==> src/rtl/haar_cascade_engine.sv <==
// Haar cascade evaluator: walks stages/features/rects from external ROMs for one window per START.
// Latency: 1 + sum(stages: 3 + sum(features: 3 + 5*rects)) + 1 cycles from START cycle to done.
// No backpressure: START is only sampled in IDLE; ROM and integral-image reads have fixed 1-cycle latency.
module haar_cascade_engine #(
  parameter int COORD_W    = 5,
  parameter int II_W       = 24,
  parameter int WGT_W      = 3,
  parameter int VAL_W      = 16,
  parameter int ACC_W      = 24,
  parameter int MAX_STAGES = 22,
  parameter int MAX_RECTS  = 3,
  parameter int FADDR_W    = 12,
  parameter int SADDR_W    = 5
) (
  input  logic                                   Clk,
  input  logic                                   Reset,
  input  logic                                   START,
  input  logic [COORD_W-1:0]                     win_x,
  input  logic [COORD_W-1:0]                     win_y,
  input  logic [SADDR_W-1:0]                     num_stages,
  output logic [SADDR_W-1:0]                     stage_addr,
  input  logic [FADDR_W-1:0]                     stage_feat_cnt,
  input  logic [ACC_W-1:0]                       stage_thresh,
  output logic [FADDR_W-1:0]                     feat_addr,
  input  logic [1:0]                             feat_rect_cnt,
  input  logic [MAX_RECTS*(4*COORD_W+WGT_W)-1:0] feat_rect,
  input  logic [VAL_W-1:0]                       feat_thresh,
  input  logic [VAL_W-1:0]                       left_val,
  input  logic [VAL_W-1:0]                       right_val,
  output logic                                   ii_rd_en,
  output logic [COORD_W-1:0]                     ii_x,
  output logic [COORD_W-1:0]                     ii_y,
  input  logic [II_W-1:0]                        ii_data,
  output logic                                   busy,
  output logic                                   done,
  output logic                                   is_face,
  output logic [SADDR_W-1:0]                     fail_stage,
  output logic [COORD_W-1:0]                     x_out,
  output logic [COORD_W-1:0]                     y_out
);

  localparam int RECT_W = 4*COORD_W + WGT_W;
  localparam int SUM_W  = II_W + 2;
  localparam int FV_W   = II_W + WGT_W + 2;
  localparam logic [SADDR_W-1:0] MAX_ST = SADDR_W'(MAX_STAGES);
  localparam logic [1:0]         MAX_RC = 2'(MAX_RECTS);

  typedef enum logic [3:0] {
    IDLE, S_FETCH, S_LATCH, F_FETCH, F_LATCH, R_READ, F_EVAL, S_EVAL, DONE
  } state_t;

  state_t               state_q;
  logic [SADDR_W-1:0]   stage_q, nst_q, fail_q;
  logic [FADDR_W-1:0]   feat_q, feats_left_q;
  logic [ACC_W-1:0]     sthr_q, acc_q, acc_d;
  logic [1:0]           rect_cnt_q, rect_idx_q;
  logic [2:0]           corner_q;
  logic [RECT_W-1:0]    rect_q [4];
  logic [RECT_W-1:0]    rect_in [4];
  logic [VAL_W-1:0]     fthr_q, lval_q, rval_q;
  logic [FV_W-1:0]      fval_q, fval_d;
  logic [II_W-1:0]      ca_q, cb_q, cc_q;
  logic                 rd_en_q, busy_q, done_q, face_q;
  logic [COORD_W-1:0]   ii_x_q, ii_y_q, ii_x_d, ii_y_d, x_q, y_q;
  logic [SADDR_W-1:0]   n_eff;
  logic [1:0]           rc_clamp;
  logic                 feat_less, stage_pass;

  // Slots beyond MAX_RECTS read as zero so the rect index never selects undriven bits.
  for (genvar g = 0; g < 4; g++) begin : g_rect
    if (g < MAX_RECTS) begin : g_used
      assign rect_in[g] = feat_rect[g*RECT_W +: RECT_W];
    end else begin : g_unused
      assign rect_in[g] = '0;
    end
  end

  // Corner k of a rectangle: bit 0 adds w, bit 1 adds h; all sums wrap in COORD_W.
  function automatic logic [2*COORD_W-1:0] corner_xy(input logic [RECT_W-1:0] r,
                                                      input logic [1:0] k,
                                                      input logic [COORD_W-1:0] wx,
                                                      input logic [COORD_W-1:0] wy);
    logic [COORD_W-1:0] rx, ry, rw, rh, cx, cy;
    rx = r[RECT_W-1 -: COORD_W];
    ry = r[RECT_W-1-COORD_W -: COORD_W];
    rw = r[WGT_W+COORD_W +: COORD_W];
    rh = r[WGT_W +: COORD_W];
    cx = wx + rx + (k[0] ? rw : '0);
    cy = wy + ry + (k[1] ? rh : '0);
    return {cx, cy};
  endfunction

  // Effective depth and rect count after the 0->1 and max clamps.
  always_comb begin
    n_eff = num_stages;
    if (num_stages == '0) n_eff = 1;
    else if (num_stages > MAX_ST) n_eff = MAX_ST;
    rc_clamp = (feat_rect_cnt > MAX_RC) ? MAX_RC : feat_rect_cnt;
  end

  // Next read address: first corner of rect 0 straight from the ROM in F_LATCH,
  // first corner of the next rect after the last data returns, else the next corner.
  always_comb begin
    logic [RECT_W-1:0] nxt_rect;
    logic [1:0]        nxt_corner;
    nxt_rect   = rect_q[rect_idx_q];
    nxt_corner = corner_q[1:0] + 2'd1;
    if (state_q == F_LATCH) begin
      nxt_rect   = rect_in[0];
      nxt_corner = 2'd0;
    end else if (corner_q == 3'd4) begin
      nxt_rect   = rect_q[rect_idx_q + 2'd1];
      nxt_corner = 2'd0;
    end
    {ii_x_d, ii_y_d} = corner_xy(nxt_rect, nxt_corner, x_q, y_q);
  end

  // Rectangle sum D-B-C+A and weighted accumulation into the feature value.
  always_comb begin
    logic [SUM_W-1:0]  rsum;
    logic [WGT_W-1:0]  wgt;
    logic [FV_W-1:0]   wgt_x, sum_x;
    rsum   = {2'b00, ii_data} - {2'b00, cb_q} - {2'b00, cc_q} + {2'b00, ca_q};
    wgt    = rect_q[rect_idx_q][WGT_W-1:0];
    wgt_x  = {{(FV_W-WGT_W){wgt[WGT_W-1]}}, wgt};
    sum_x  = {{(FV_W-SUM_W){rsum[SUM_W-1]}}, rsum};
    fval_d = fval_q + wgt_x * sum_x;
  end

  // Feature vote selection and saturating add into the stage accumulator.
  always_comb begin
    logic [VAL_W-1:0] vote;
    logic [ACC_W:0]   acc_sum;
    feat_less  = $signed(fval_q) < $signed({{(FV_W-VAL_W){fthr_q[VAL_W-1]}}, fthr_q});
    vote       = feat_less ? lval_q : rval_q;
    acc_sum    = {acc_q[ACC_W-1], acc_q} + {{(ACC_W+1-VAL_W){vote[VAL_W-1]}}, vote};
    acc_d      = acc_sum[ACC_W-1:0];
    if (acc_sum[ACC_W] != acc_sum[ACC_W-1])
      acc_d = acc_sum[ACC_W] ? {1'b1, {(ACC_W-1){1'b0}}} : {1'b0, {(ACC_W-1){1'b1}}};
    stage_pass = $signed(acc_q) >= $signed(sthr_q);
  end

  // Cascade walker FSM with registered outputs.
  always_ff @(posedge Clk or posedge Reset) begin
    if (Reset) begin
      state_q      <= IDLE;
      stage_q      <= '0;
      nst_q        <= '0;
      fail_q       <= '0;
      feat_q       <= '0;
      feats_left_q <= '0;
      sthr_q       <= '0;
      acc_q        <= '0;
      rect_cnt_q   <= '0;
      rect_idx_q   <= '0;
      corner_q     <= '0;
      for (int i = 0; i < 4; i++) rect_q[i] <= '0;
      fthr_q       <= '0;
      lval_q       <= '0;
      rval_q       <= '0;
      fval_q       <= '0;
      ca_q         <= '0;
      cb_q         <= '0;
      cc_q         <= '0;
      rd_en_q      <= 1'b0;
      ii_x_q       <= '0;
      ii_y_q       <= '0;
      busy_q       <= 1'b0;
      done_q       <= 1'b0;
      face_q       <= 1'b0;
      x_q          <= '0;
      y_q          <= '0;
    end else begin
      done_q <= 1'b0;
      case (state_q)
        IDLE: begin
          if (START) begin
            x_q     <= win_x;
            y_q     <= win_y;
            nst_q   <= n_eff;
            stage_q <= '0;
            feat_q  <= '0;
            busy_q  <= 1'b1;
            state_q <= S_FETCH;
          end
        end
        S_FETCH: state_q <= S_LATCH;
        S_LATCH: begin
          feats_left_q <= stage_feat_cnt;
          sthr_q       <= stage_thresh;
          acc_q        <= '0;
          state_q      <= (stage_feat_cnt == '0) ? S_EVAL : F_FETCH;
        end
        F_FETCH: state_q <= F_LATCH;
        F_LATCH: begin
          rect_cnt_q <= rc_clamp;
          rect_q     <= rect_in;
          fthr_q     <= feat_thresh;
          lval_q     <= left_val;
          rval_q     <= right_val;
          fval_q     <= '0;
          rect_idx_q <= '0;
          corner_q   <= '0;
          if (rc_clamp == 2'd0) begin
            state_q <= F_EVAL;
          end else begin
            rd_en_q <= 1'b1;
            ii_x_q  <= ii_x_d;
            ii_y_q  <= ii_y_d;
            state_q <= R_READ;
          end
        end
        R_READ: begin
          if (corner_q == 3'd4) begin
            fval_q <= fval_d;
            if ({1'b0, rect_idx_q} + 3'd1 < {1'b0, rect_cnt_q}) begin
              rect_idx_q <= rect_idx_q + 2'd1;
              corner_q   <= '0;
              rd_en_q    <= 1'b1;
              ii_x_q     <= ii_x_d;
              ii_y_q     <= ii_y_d;
            end else begin
              state_q <= F_EVAL;
            end
          end else begin
            corner_q <= corner_q + 3'd1;
            if (corner_q == 3'd1) ca_q <= ii_data;
            if (corner_q == 3'd2) cb_q <= ii_data;
            if (corner_q == 3'd3) cc_q <= ii_data;
            if (corner_q == 3'd3) begin
              rd_en_q <= 1'b0;
            end else begin
              ii_x_q <= ii_x_d;
              ii_y_q <= ii_y_d;
            end
          end
        end
        F_EVAL: begin
          acc_q        <= acc_d;
          feat_q       <= feat_q + 1'b1;
          feats_left_q <= feats_left_q - 1'b1;
          state_q      <= (feats_left_q == 1) ? S_EVAL : F_FETCH;
        end
        S_EVAL: begin
          if (stage_pass) begin
            if (stage_q == nst_q - 1'b1) begin
              face_q  <= 1'b1;
              fail_q  <= nst_q;
              done_q  <= 1'b1;
              state_q <= DONE;
            end else begin
              stage_q <= stage_q + 1'b1;
              state_q <= S_FETCH;
            end
          end else begin
            face_q  <= 1'b0;
            fail_q  <= stage_q;
            done_q  <= 1'b1;
            state_q <= DONE;
          end
        end
        DONE: begin
          busy_q  <= 1'b0;
          state_q <= IDLE;
        end
        default: state_q <= IDLE;
      endcase
    end
  end

  assign stage_addr = stage_q;
  assign feat_addr  = feat_q;
  assign ii_rd_en   = rd_en_q;
  assign ii_x       = ii_x_q;
  assign ii_y       = ii_y_q;
  assign busy       = busy_q;
  assign done       = done_q;
  assign is_face    = face_q;
  assign fail_stage = fail_q;
  assign x_out      = x_q;
  assign y_out      = y_q;

endmodule

==> config.mk <==
export PLATFORM = sky130hd
export DESIGN_NAME = haar_cascade_engine
export DESIGN_NICKNAME = d
export VERILOG_FILES = /design/src/rtl/haar_cascade_engine.sv
export SDC_FILE = /design/constraint.sdc
export NUM_CORES = 1
export LEC_CHECK = 0
export BUFFER_PORTS_ARGS = -buffer_cell sky130_fd_sc_hd__buf_2
export CORE_UTILIZATION = 50
export DETAILED_ROUTE_END_ITERATION = 6
export HOLD_SLACK_MARGIN = 0.06
export PLACE_DENSITY = 0.65
export SLEW_MARGIN = 20
export SYNTH_ARGS = -nofsm -noshare
export SYNTH_HDL_FRONTEND = slang
export SYNTH_SLANG_ARGS = --single-unit
==> constraint.sdc <==
create_clock -name Clk -period 13.9 [get_ports Clk]
set_input_delay 3.475 -clock Clk [delete_from_list [all_inputs] [get_ports Clk]]
set_output_delay 3.475 -clock Clk [all_outputs]
set_load 0.01 [all_outputs]
# After elaboration in Yosys (flattened, before gate mapping)

Cells that the tools add are included.
Widths: inputs -> output; s select.

Bits in writable memories: 0
Bits of input ports: 197
Register bits: 340
Output and inout port bits: 46
Latch bits: 0
Bits in read-only memories: 0
Logic and storage cells: 173
Memories kept: 0

Reduce and logical (&&, ||, !) cells: 23
Divide/modulo/power cells: 0
Shift-type cells: 0
Bitwise operators: 3
Multiplexer cells: 67
Multiply operators: 1
$lt $le $gt $ge: 7
Add/sub/neg operators: 17
Equal/unequal tests: 26

Operator list:

| operator           | number |
|---|---|
| $mux 23            | 6 |
| $bmux 23 s2        | 2 |
| $mux 5             | 17 |
| $pmux 29 s2        | 1 |
| $mux 24            | 2 |
| $pmux 12 s2        | 2 |
| $pmux 24 s2        | 1 |
| $pmux 4 s8         | 1 |
| $pmux 5 s2         | 3 |
| $add 29x29->29     | 1 |
| $lt 29x16->1       | 1 |
| $mul 3x26->29      | 1 |
| $mux 29            | 1 |
| $add 26x24->26     | 1 |
| $sub 25x25->26     | 1 |
| $add 24x16->25     | 1 |
| $sub 24x24->25     | 1 |
| $ge 24x24->1       | 1 |
| $add 5x5->5        | 4 |
| $mux 4             | 5 |
| $eq 4x3->1 const B | 4 |
| $mux 16            | 1 |
| $reduce_and 3->1   | 5 |
| $ne 2x2->1 const B | 7 |
| 38 further kinds   | 74 |

# Depth between registers and ports, before layout

Gate-level depths: netlist of run 1.

Depth after elaboration: 12
Mapped depth: 34
Gate-level depth less buffers: 34

# Worst setup path before layout of run 1

No wires, ideal clock.

Path type: input -> register
Start: input port ii_data[0]
End: register fval_q[28]
Stages on the path: 33
Data required time: 13804 ps
Path buffers: 0
Library setup time: 96 ps
Data arrival time: 10590 ps
Slack: 3215 ps
Cell sequence: inv_1 ha_1 fa_1 nand2b_1 a211o_1 a21oi_1 o21a_1 nor2_1 o21ai_0 xnor2_1 fa_1 inv_1 ha_1 or3_1 o21ai_0 a21o_1 o21ai_0 nand3_1 mux2_2 o21ba_2 fa_1 fa_1 ha_1 ha_1 nand2_1 nand2_1 a211o_1 nor3_1 a21oi_1 nor4_1 nor3_1 or4b_2 o31ai_1

Longest elaborated chain between the ends: 7

Ends and longest elaborated chain:

| element              | RTL line | text |
|---|---|---|
| from (decl)          | 33       | `input logic [II_W-1:0] ii_data,` |
| $sub 24x24->25       | 123      | `rsum = {2'b00, ii_data} - {2'b00, cb_q} - {2'b00, cc_q} + {2'b00, ca_q};` |
| $sub 25x25->26       | 123      |  |
| $add 26x24->26       | 123      |  |
| $mul 3x26->29        | 127      | `fval_d = fval_q + wgt_x * sum_x;` |
| $add 29x29->29       | 127      |  |
| $mux 29              | 214      | `if (corner_q == 3'd4) begin` |
| $pmux 29 s2          | 175      | `case (state_q)` |
| to (signal assigned) | 215      | `fval_q <= fval_d;` |
| to (decl)            | 61       | `logic [FV_W-1:0] fval_q, fval_d;` |

No other way between the ends. The select of a mux whose other input is x is not followed.
A chain may end at the register's enable or synchronous reset.

# Worst setup path in the final report of run 1

Ends and elaborated chain as after synthesis.

==> results.ini, run 1 <==
[setup_path]
path_class = in2reg
end_kind = flip-flop
crit-reg2reg-launch = cb_q[3]
timing.critical_path.slowest_stage_cell = sky130_fd_sc_hd__or4b_2
critical_path.max_fanout = 6
critPathArrivalTime_ns = 11.77
timing.critical_path.from = ii_data[0]
number_of_buffer_and_inverter_instances_along_the_worst_setup_path = 3
cp_slowest_stage_delay_ns = 0.62
worst_setup_path_start_kind = primary input
critical-path-top-delay-family = adder cells
cp.depth = 34
cp_data_required_time_ns = 14.37
reg2regPathDepth = 32

[drt]
dr_wl_met2_um = 27010
wl_met1_um = 26750
number_of_nets_with_antenna_violations_after_detailed_routing = 0
avgViaCountPerCell = 5.556
dr.pass1.iters = 7
wire_per_inst_um = 16.83
maxUsedRoutingLayer = met4
detail_route.wirelength_um = 57830
routed-wl-met3_um = 3136
detailroute.via_count = 19090
drc = 36
drt-initial-drc-count = 1193

[cts]
postCtsResizedCells = 0
cts_hold_repair.buffers = 0
tritoncts_clock_tree = yes
cts.sink_count = 340
cts_htree_levels = 2
clk_latency_ns = 0.57
clk_root_buffer_cell = sky130_fd_sc_hd__clkbuf_16
cts.clk_slew.worst_paths_ns = 0.06
tritoncts.num_buffers = 42
cts-root-to-sink-buffers = 3
post-cts-setup-buffers = 0

[yosys]
yosys.area_share.adder = 0.1823
syn-mean-instance-area_um2 = 9.161
synth_enable_flop_cells = 0
synthesized_area_fraction_occupied_by_ao_oa_aoi_and_oai_cells = 0.1518
syn-num-nets = 3072
synthesis.area_mm2 = 0.02369
asyncSetResetFlopFracSynth = 1.000
synth_top_family_by_area = adder cells
synth_mux_area_frac = 0.06036
synth.distinct_cells = 76
synth_xor_xnor_area_share = 0.03766
syn_inst = 2586
proportion_of_synthesized_chip_area_in_sequential_cells = 0.3591
postSynthRegisterBits = 340
synth_simple_gate_area_frac = 0.1586
synth_top_flop_cell = sky130_fd_sc_hd__dfrtp_1
synth.yosys.warnings = 0

[flow_run]
max_cap_viol_count = 0

[die]
die_h_um = 219.7
die_area_mm2 = 0.04826
placeableCoreArea_mm2 = 0.04665
std_cell_rows = 79
floorplan.initialDensity = 0.5078
die_x_um = 219.7
design.portCount = 243

[timing]
period_share = 0.8132
final-hold-violation-count = 0
final.setup.tns_ns = 0
finalWorstSetupSlack_ns = 2.596
report.final.setup_viol = 0
worst_slew_margin_rel = 0.2881
count_of_pins_over_their_slew_limit = 0
shortest_clock_period_the_worst_path_allows_after_layout_ns = 11.30
worst-slew-pin-transition_ns = 1.064
unrepaired_setup_endpoints_after_global_routing = no
highest_achievable_clock_rate_ghz = 0.08847
final_setup_skew_ns = 0.01399

[global_route]
pin_count_of_the_biggest_net_entering_global_routing = 154
grt_antenna_before_repair = 1
grt_first_pass_wirelength_um = 94710
total_routing_resource_utilization_after_global_routing = 0.2434
grt-ovfl-total = 0
number_of_global_route_vias_before_repair = 18820

[placed_design]
dp_slack_ns = 2.220
gp_congestion = 0.8805
dpl-instance-area_mm2 = 0.02548
dpl.hpwl_um = 42740
port_buffers = 242

[status]
failing_checks = design-rule violations
status = complete, but fails checks

[worst_hold_path]
hold_path.startpoint = rval_q[13]
hold_path_class = reg2reg
hold_depth = 2

[cells_and_area]
finalNetCount = 3283
syn_to_final_growth_pct = 13.49
final_layout_size_suffix_gt1_frac = 0.1737
postLayoutCellArea_mm2 = 0.02689

==> cells by family (layout without fill, tap and decap cells) <==
logic type | count (synthesis) | count (layout)
flops | 340 | 340
compound gates | 544 | 544
simple gates | 868 | 868
buf+inv | 312 | 553
xor+xnor | 101 | 101
mux | 130 | 130
fa+ha+maj | 291 | 291
other cells | 0 | 1
==> per-stage QoR <==
step                instances  hold WS, ns  utilization
floorplan                2586       0.4401            -
global placement         3360       0.4535       0.5462
detailed placement       3360       0.4572       0.5462
CTS                      3434       0.4707       0.5762
global route             3435       0.4930       0.5763
finish                   3435       0.4729       0.5763
==> per-layer routing <==
metal	track usage	vias to the layer above
met5	0	-
met3	0.03810	64
met2	0.3999	434
met1	0.3373	9284
li1	-	9303
met4	0.05655	0
==> worst min-delay path, delay by kind of cell, from the launching register on <==
kind | cells | cell delay [ns]
flops | 1 | 0.34
simple gates | 2 | 0.10
==> synth_stat cells, drive strengths merged, types with 22 or more instances <==
master  number  area [µm²]
nand2      506        1899
dfrtp      340        8508
inv        217       814.5
ha         198        2477
o21ai      163       819.5
nor2       126       473.0
a21oi      120       600.6
mux2       103        1160
fa          91        1822
clkbuf      79       296.5
nand3       62       310.3
xnor2       57       499.2
a21o        50       376.6
xor2        44       392.9
nor3        41       205.2
a211oi      27       215.2
mux2i       27       270.3
nor2b       26       162.7
a221o       25       276.5
nand2b      23       143.9
o21a        22       165.2
==> final timing paths <==
kind	to	slack, ns
worst max register to register	fval_q[28]	5.28
worst min register to register	rval_q[13]	0.47
max in group asynchronous	cc_q[6]	9.33
min in group asynchronous	rect_q[78]	3.01
worst max-delay path	fval_q[28]	2.60
worst min-delay path	rval_q[13]	0.47
==> cells in the final DEF, fill, tap and decap left out, types with 15 or more instances in the layout <==
cell type | Yosys | final
sky130_fd_sc_hd__mux2i_1 | 27 | 27
sky130_fd_sc_hd__a211oi_1 | 26 | 26
sky130_fd_sc_hd__a21o_1 | 49 | 49
sky130_fd_sc_hd__mux2_2 | 103 | 103
sky130_fd_sc_hd__a221oi_1 | 15 | 15
sky130_fd_sc_hd__nand2b_1 | 23 | 23
sky130_fd_sc_hd__xnor2_1 | 57 | 57
sky130_fd_sc_hd__inv_1 | 217 | 216
sky130_fd_sc_hd__dfrtp_1 | 340 | 340
sky130_fd_sc_hd__nor2b_1 | 26 | 25
sky130_fd_sc_hd__o31ai_1 | 16 | 16
sky130_fd_sc_hd__a21oi_1 | 120 | 119
sky130_fd_sc_hd__o21a_1 | 22 | 22
sky130_fd_sc_hd__nand2_1 | 506 | 506
sky130_fd_sc_hd__o21ai_0 | 160 | 160
sky130_fd_sc_hd__ha_1 | 198 | 198
sky130_fd_sc_hd__a221o_2 | 21 | 21
sky130_fd_sc_hd__clkbuf_16 | 0 | 43
sky130_fd_sc_hd__fa_1 | 91 | 91
sky130_fd_sc_hd__buf_4 | 0 | 18
sky130_fd_sc_hd__nor3_1 | 41 | 40
sky130_fd_sc_hd__nand4_1 | 15 | 15
sky130_fd_sc_hd__nand3_1 | 62 | 62
sky130_fd_sc_hd__buf_2 | 2 | 242
sky130_fd_sc_hd__nor2_1 | 126 | 123
sky130_fd_sc_hd__xor2_1 | 43 | 43
==> sequential cells by signal (all words and copies together) (netlist names), 24 cells and up <==
name and cells:
cc_q 24, ca_q 24, rect_q 69, sthr_q 24, fval_q 29, acc_q 24, cb_q 24
==> cell type report <==
cell class / count / area, µm²
Clock buffer: 64 / 1275
Sequential cell: 340 / 8508
Clock inverter: 10 / 126.4
Fill cell: 4148 / 19770
Antenna cell: 1 / 2.502
Timing Repair Buffer: 261 / 1366
Inverter: 218 / 825.8
Tap cell: 607 / 759.5
Multi-Input combinational cell: 1934 / 14020
Power of run 1 is not shown: default switching activity piles up to over one toggle a cycle in this logic, so the estimate is an artifact.
==> run 2, diff against run 1 <==
ABC_AREA = 1   (was default)
PLACE_DENSITY = 0.68   (was 0.65)
clock period = 9.1 ns   (was 13.9 ns; I/O delays follow)
==> results.ini, run 2 <==
[status]
status = finished clean

[setup_path]
timing.critical_path.from = ii_data[0]
reg2regPathDepth = 31  ; -3.1%
timing.critical_path.slowest_stage_cell = sky130_fd_sc_hd__fa_1
path_class = in2reg
cp_data_required_time_ns = 9.52  ; -4.85 ns
critical_path.reg2reg.endpoint = fval_q[19]
critPathArrivalTime_ns = 9.00  ; -2.77 ns
cp_slowest_stage_delay_ns = 0.54  ; -0.08 ns
end_kind = flip-flop
worst_setup_path_start_kind = primary input
worst-r2r-setup-slack_ns = 1.99  ; -3.29 ns
critical_path.max_fanout = 6  ; unchanged
crit-reg2reg-launch = cb_q[0]

[cts]
tritoncts_clock_tree = yes
tritoncts.num_buffers = 40  ; -4.8%
cts.clk_slew.worst_paths_ns = 0.06  ; about the same
cts-root-to-sink-buffers = 3  ; unchanged
clk_latency_ns = 0.59  ; +0.02 ns
clk_root_buffer_cell = sky130_fd_sc_hd__clkbuf_16
cts_htree_levels = 2  ; unchanged
cts.sink_count = 340  ; unchanged

[cells_and_area]
most-common-layout-cells = sky130_fd_sc_hd__nand2_1, sky130_fd_sc_hd__inv_1, sky130_fd_sc_hd__dfrtp_1
syn_to_final_growth_pct = 13.69
layout_commonest_cell = sky130_fd_sc_hd__nand2_1
largestRegisters = rect_q x69, fval_q x29
fin_cells = 4314  ; +26%
final_layout_size_suffix_gt1_frac = 0.1242  ; -0.04947
finalNetCount = 4095  ; +25%
postLayoutCoreUtil = 0.5752  ; -0.001103
top_register = rect_q
fillerInstances = 4961  ; +20%
area_of_combinational_cells_with_multiple_inputs_mm2 = 0.01465  ; +4.4%
ff_latch_area_mm2 = 0.008508  ; unchanged
largest_register_ff_count = 69  ; unchanged

[global_route]
grt-ovfl-total = 0  ; unchanged
number_of_global_route_vias_before_repair = 21400  ; +14%
total_routing_resource_utilization_after_global_routing = 0.2702  ; +0.02678
pin_count_of_the_biggest_net_entering_global_routing = 169  ; +9.7%
grt_first_pass_wirelength_um = 110700  ; +17%
grt_antenna_before_repair = 4  ; +3

[yosys]
leading_post_synthesis_cells_by_cell_area = sky130_fd_sc_hd__dfrtp_1, sky130_fd_sc_hd__nand2_1, sky130_fd_sc_hd__ha_1, sky130_fd_sc_hd__fa_1, sky130_fd_sc_hd__inv_1
postSynthRegisterBits = 340  ; unchanged
syn-num-nets = 3854  ; +25%
synthesis.area_mm2 = 0.02533  ; +6.9%
synth_area_leader = sky130_fd_sc_hd__dfrtp_1
synth_top_cells_by_count = sky130_fd_sc_hd__nand2_1, sky130_fd_sc_hd__inv_1, sky130_fd_sc_hd__dfrtp_1
asyncSetResetFlopFracSynth = 1.000  ; unchanged
synth_enable_flop_cells = 0  ; unchanged
synth_top_flop_cell = sky130_fd_sc_hd__dfrtp_1
yosys.cell_count.top_type = sky130_fd_sc_hd__nand2_1
proportion_of_synthesized_chip_area_in_sequential_cells = 0.3359  ; -0.02324
syn_inst = 3368  ; +30%
post-synth-top-area-fraction = 0.3359  ; -0.02324
syn-mean-instance-area_um2 = 7.521  ; -18%
synth.yosys.warnings = 0  ; unchanged
synth.distinct_cells = 63  ; -17%

[timing]
worst_slew_margin_rel = 0.3480  ; +0.05994
worst-slew-pin-transition_ns = 0.9780  ; -0.08649 ns
final-hold-violation-count = 0  ; unchanged
period_share = 0.9426
highest_achievable_clock_rate_ghz = 0.1166
finalWorstSetupSlack_ns = 0.5222  ; -2.074 ns
report.final.setup_viol = 0  ; unchanged
unrepaired_setup_endpoints_after_global_routing = no
shortest_clock_period_the_worst_path_allows_after_layout_ns = 8.578
count_of_pins_over_their_slew_limit = 0  ; unchanged
final_setup_skew_ns = 0.04750  ; +0.03351 ns
final.setup.tns_ns = 0  ; unchanged

[worst_hold_path]
hold_depth = 1  ; -1
hold_path.startpoint = state_q[3]
worstHoldEndpoint = state_q[1]
hold_path_class = reg2reg

[drt]
detail_route.wirelength_um = 68160  ; +18%
drt-initial-drc-count = 1557  ; +31%
dr.pass1.iters = 5  ; -2
detailroute.via_count = 22470  ; +18%
avgViaCountPerCell = 5.207  ; -6.3%
number_of_nets_with_antenna_violations_after_detailed_routing = 0  ; unchanged
drc = 0  ; -100%
wire_per_inst_um = 15.80  ; -6.1%

[die]
die_h_um = 227.1  ; +3.4%
die_area_mm2 = 0.05157  ; +6.9%
floorplan.initialDensity = 0.5059  ; -0.001881
placeableCoreArea_mm2 = 0.05007  ; +7.3%
std_cell_rows = 82  ; +3.8%
die_x_um = 227.1  ; +3.4%
design.portCount = 243  ; unchanged

[placed_design]
port_buffers = 242  ; unchanged
gp_congestion = 0.9301  ; +5.6%
dpl.hpwl_um = 52250  ; +22%
dp_slack_ns = -0.05932  ; -2.279 ns
dp_cells = 4238  ; +26%

[flow_run]
max_cap_viol_count = 0  ; unchanged

## run 2: worst max-delay path by stage
| stage | end | slack (ns) |
|---|---|---|
| after floorplan | fval_q[28] | 0.69 |
| after global placement | fval_q[19] | -0.01 |
| after detailed placement | fval_q[19] | -0.06 |
| after CTS | fval_q[19] | 0.50 |
| after global routing | fval_q[28] | 0.01 |
| final | fval_q[19] | 0.52 |
## run 2: area by class of cell
cell class	count	area share
antenna	3	0.0002607
timing repair buffer	293	0.05591
clock buffer	56	0.03962
tap	672	0.02920
multi-input combinational	2464	0.5086
clock inverter	16	0.009471
sequential	340	0.2954
inverter	470	0.06152
## run 2: per-layer routing
| layer | vias to the layer above | part of all wire | GRT usage |
|---|---|---|---|
| met3 | 124 | 0.060 | 0.04272 |
| met4 | 2 | 0.032 | 0.1011 |
| met2 | 578 | 0.44 | 0.4181 |
| met5 | - | 0.00019 | 0 |
| met1 | 10420 | 0.47 | 0.3808 |
| li1 | 11340 | - | - |
## run 2: repair_timing
| item | in CTS | in global routing |
|---|---|---|
| resized for setup | 0 | 6 |
| endpoints found under the setup margin | 0 | 5 |
| hold endpoints to repair | 0 | 0 |
| setup buffers | 0 | 1 |
| hold buffers | 0 | 0 |
## run 2: logic make-up after synthesis
family                   count (synthesis)  share of synthesized area
AO/OA/AOI/OAI                          591                     0.1303
XOR/XNOR                                76                    0.02628
adder cells (fa/ha/maj)                289                     0.1697
buffers and inverters                  564                    0.08733
flip-flops                             340                     0.3359
multiplexers                             1                  0.0003952
AND/OR/NAND/NOR                       1507                     0.2501
## run 2: worst max-delay path, delay by kind of cell
kind | cells | cell delay, ns
AO/OA/AOI/OAI | 10 | 2.14
XOR/XNOR | 2 | 0.38
adder cells (fa/ha/maj) | 8 | 2.91
buffers and inverters | 6 | 0.54
AND/OR/NAND/NOR | 7 | 0.75
## run 2: per-stage QoR
stage | cell area [µm²] | hold slack [ns]
6_report | 28800 | 0.4629
2_1_floorplan | 25330 | 0.4308
4_1_cts | 28750 | 0.4613
3_5_place_dp | 27340 | 0.4597
3_3_place_gp | 27340 | 0.4559
5_1_grt | 28800 | 0.4813
Power of run 2 is left out for the same reason.
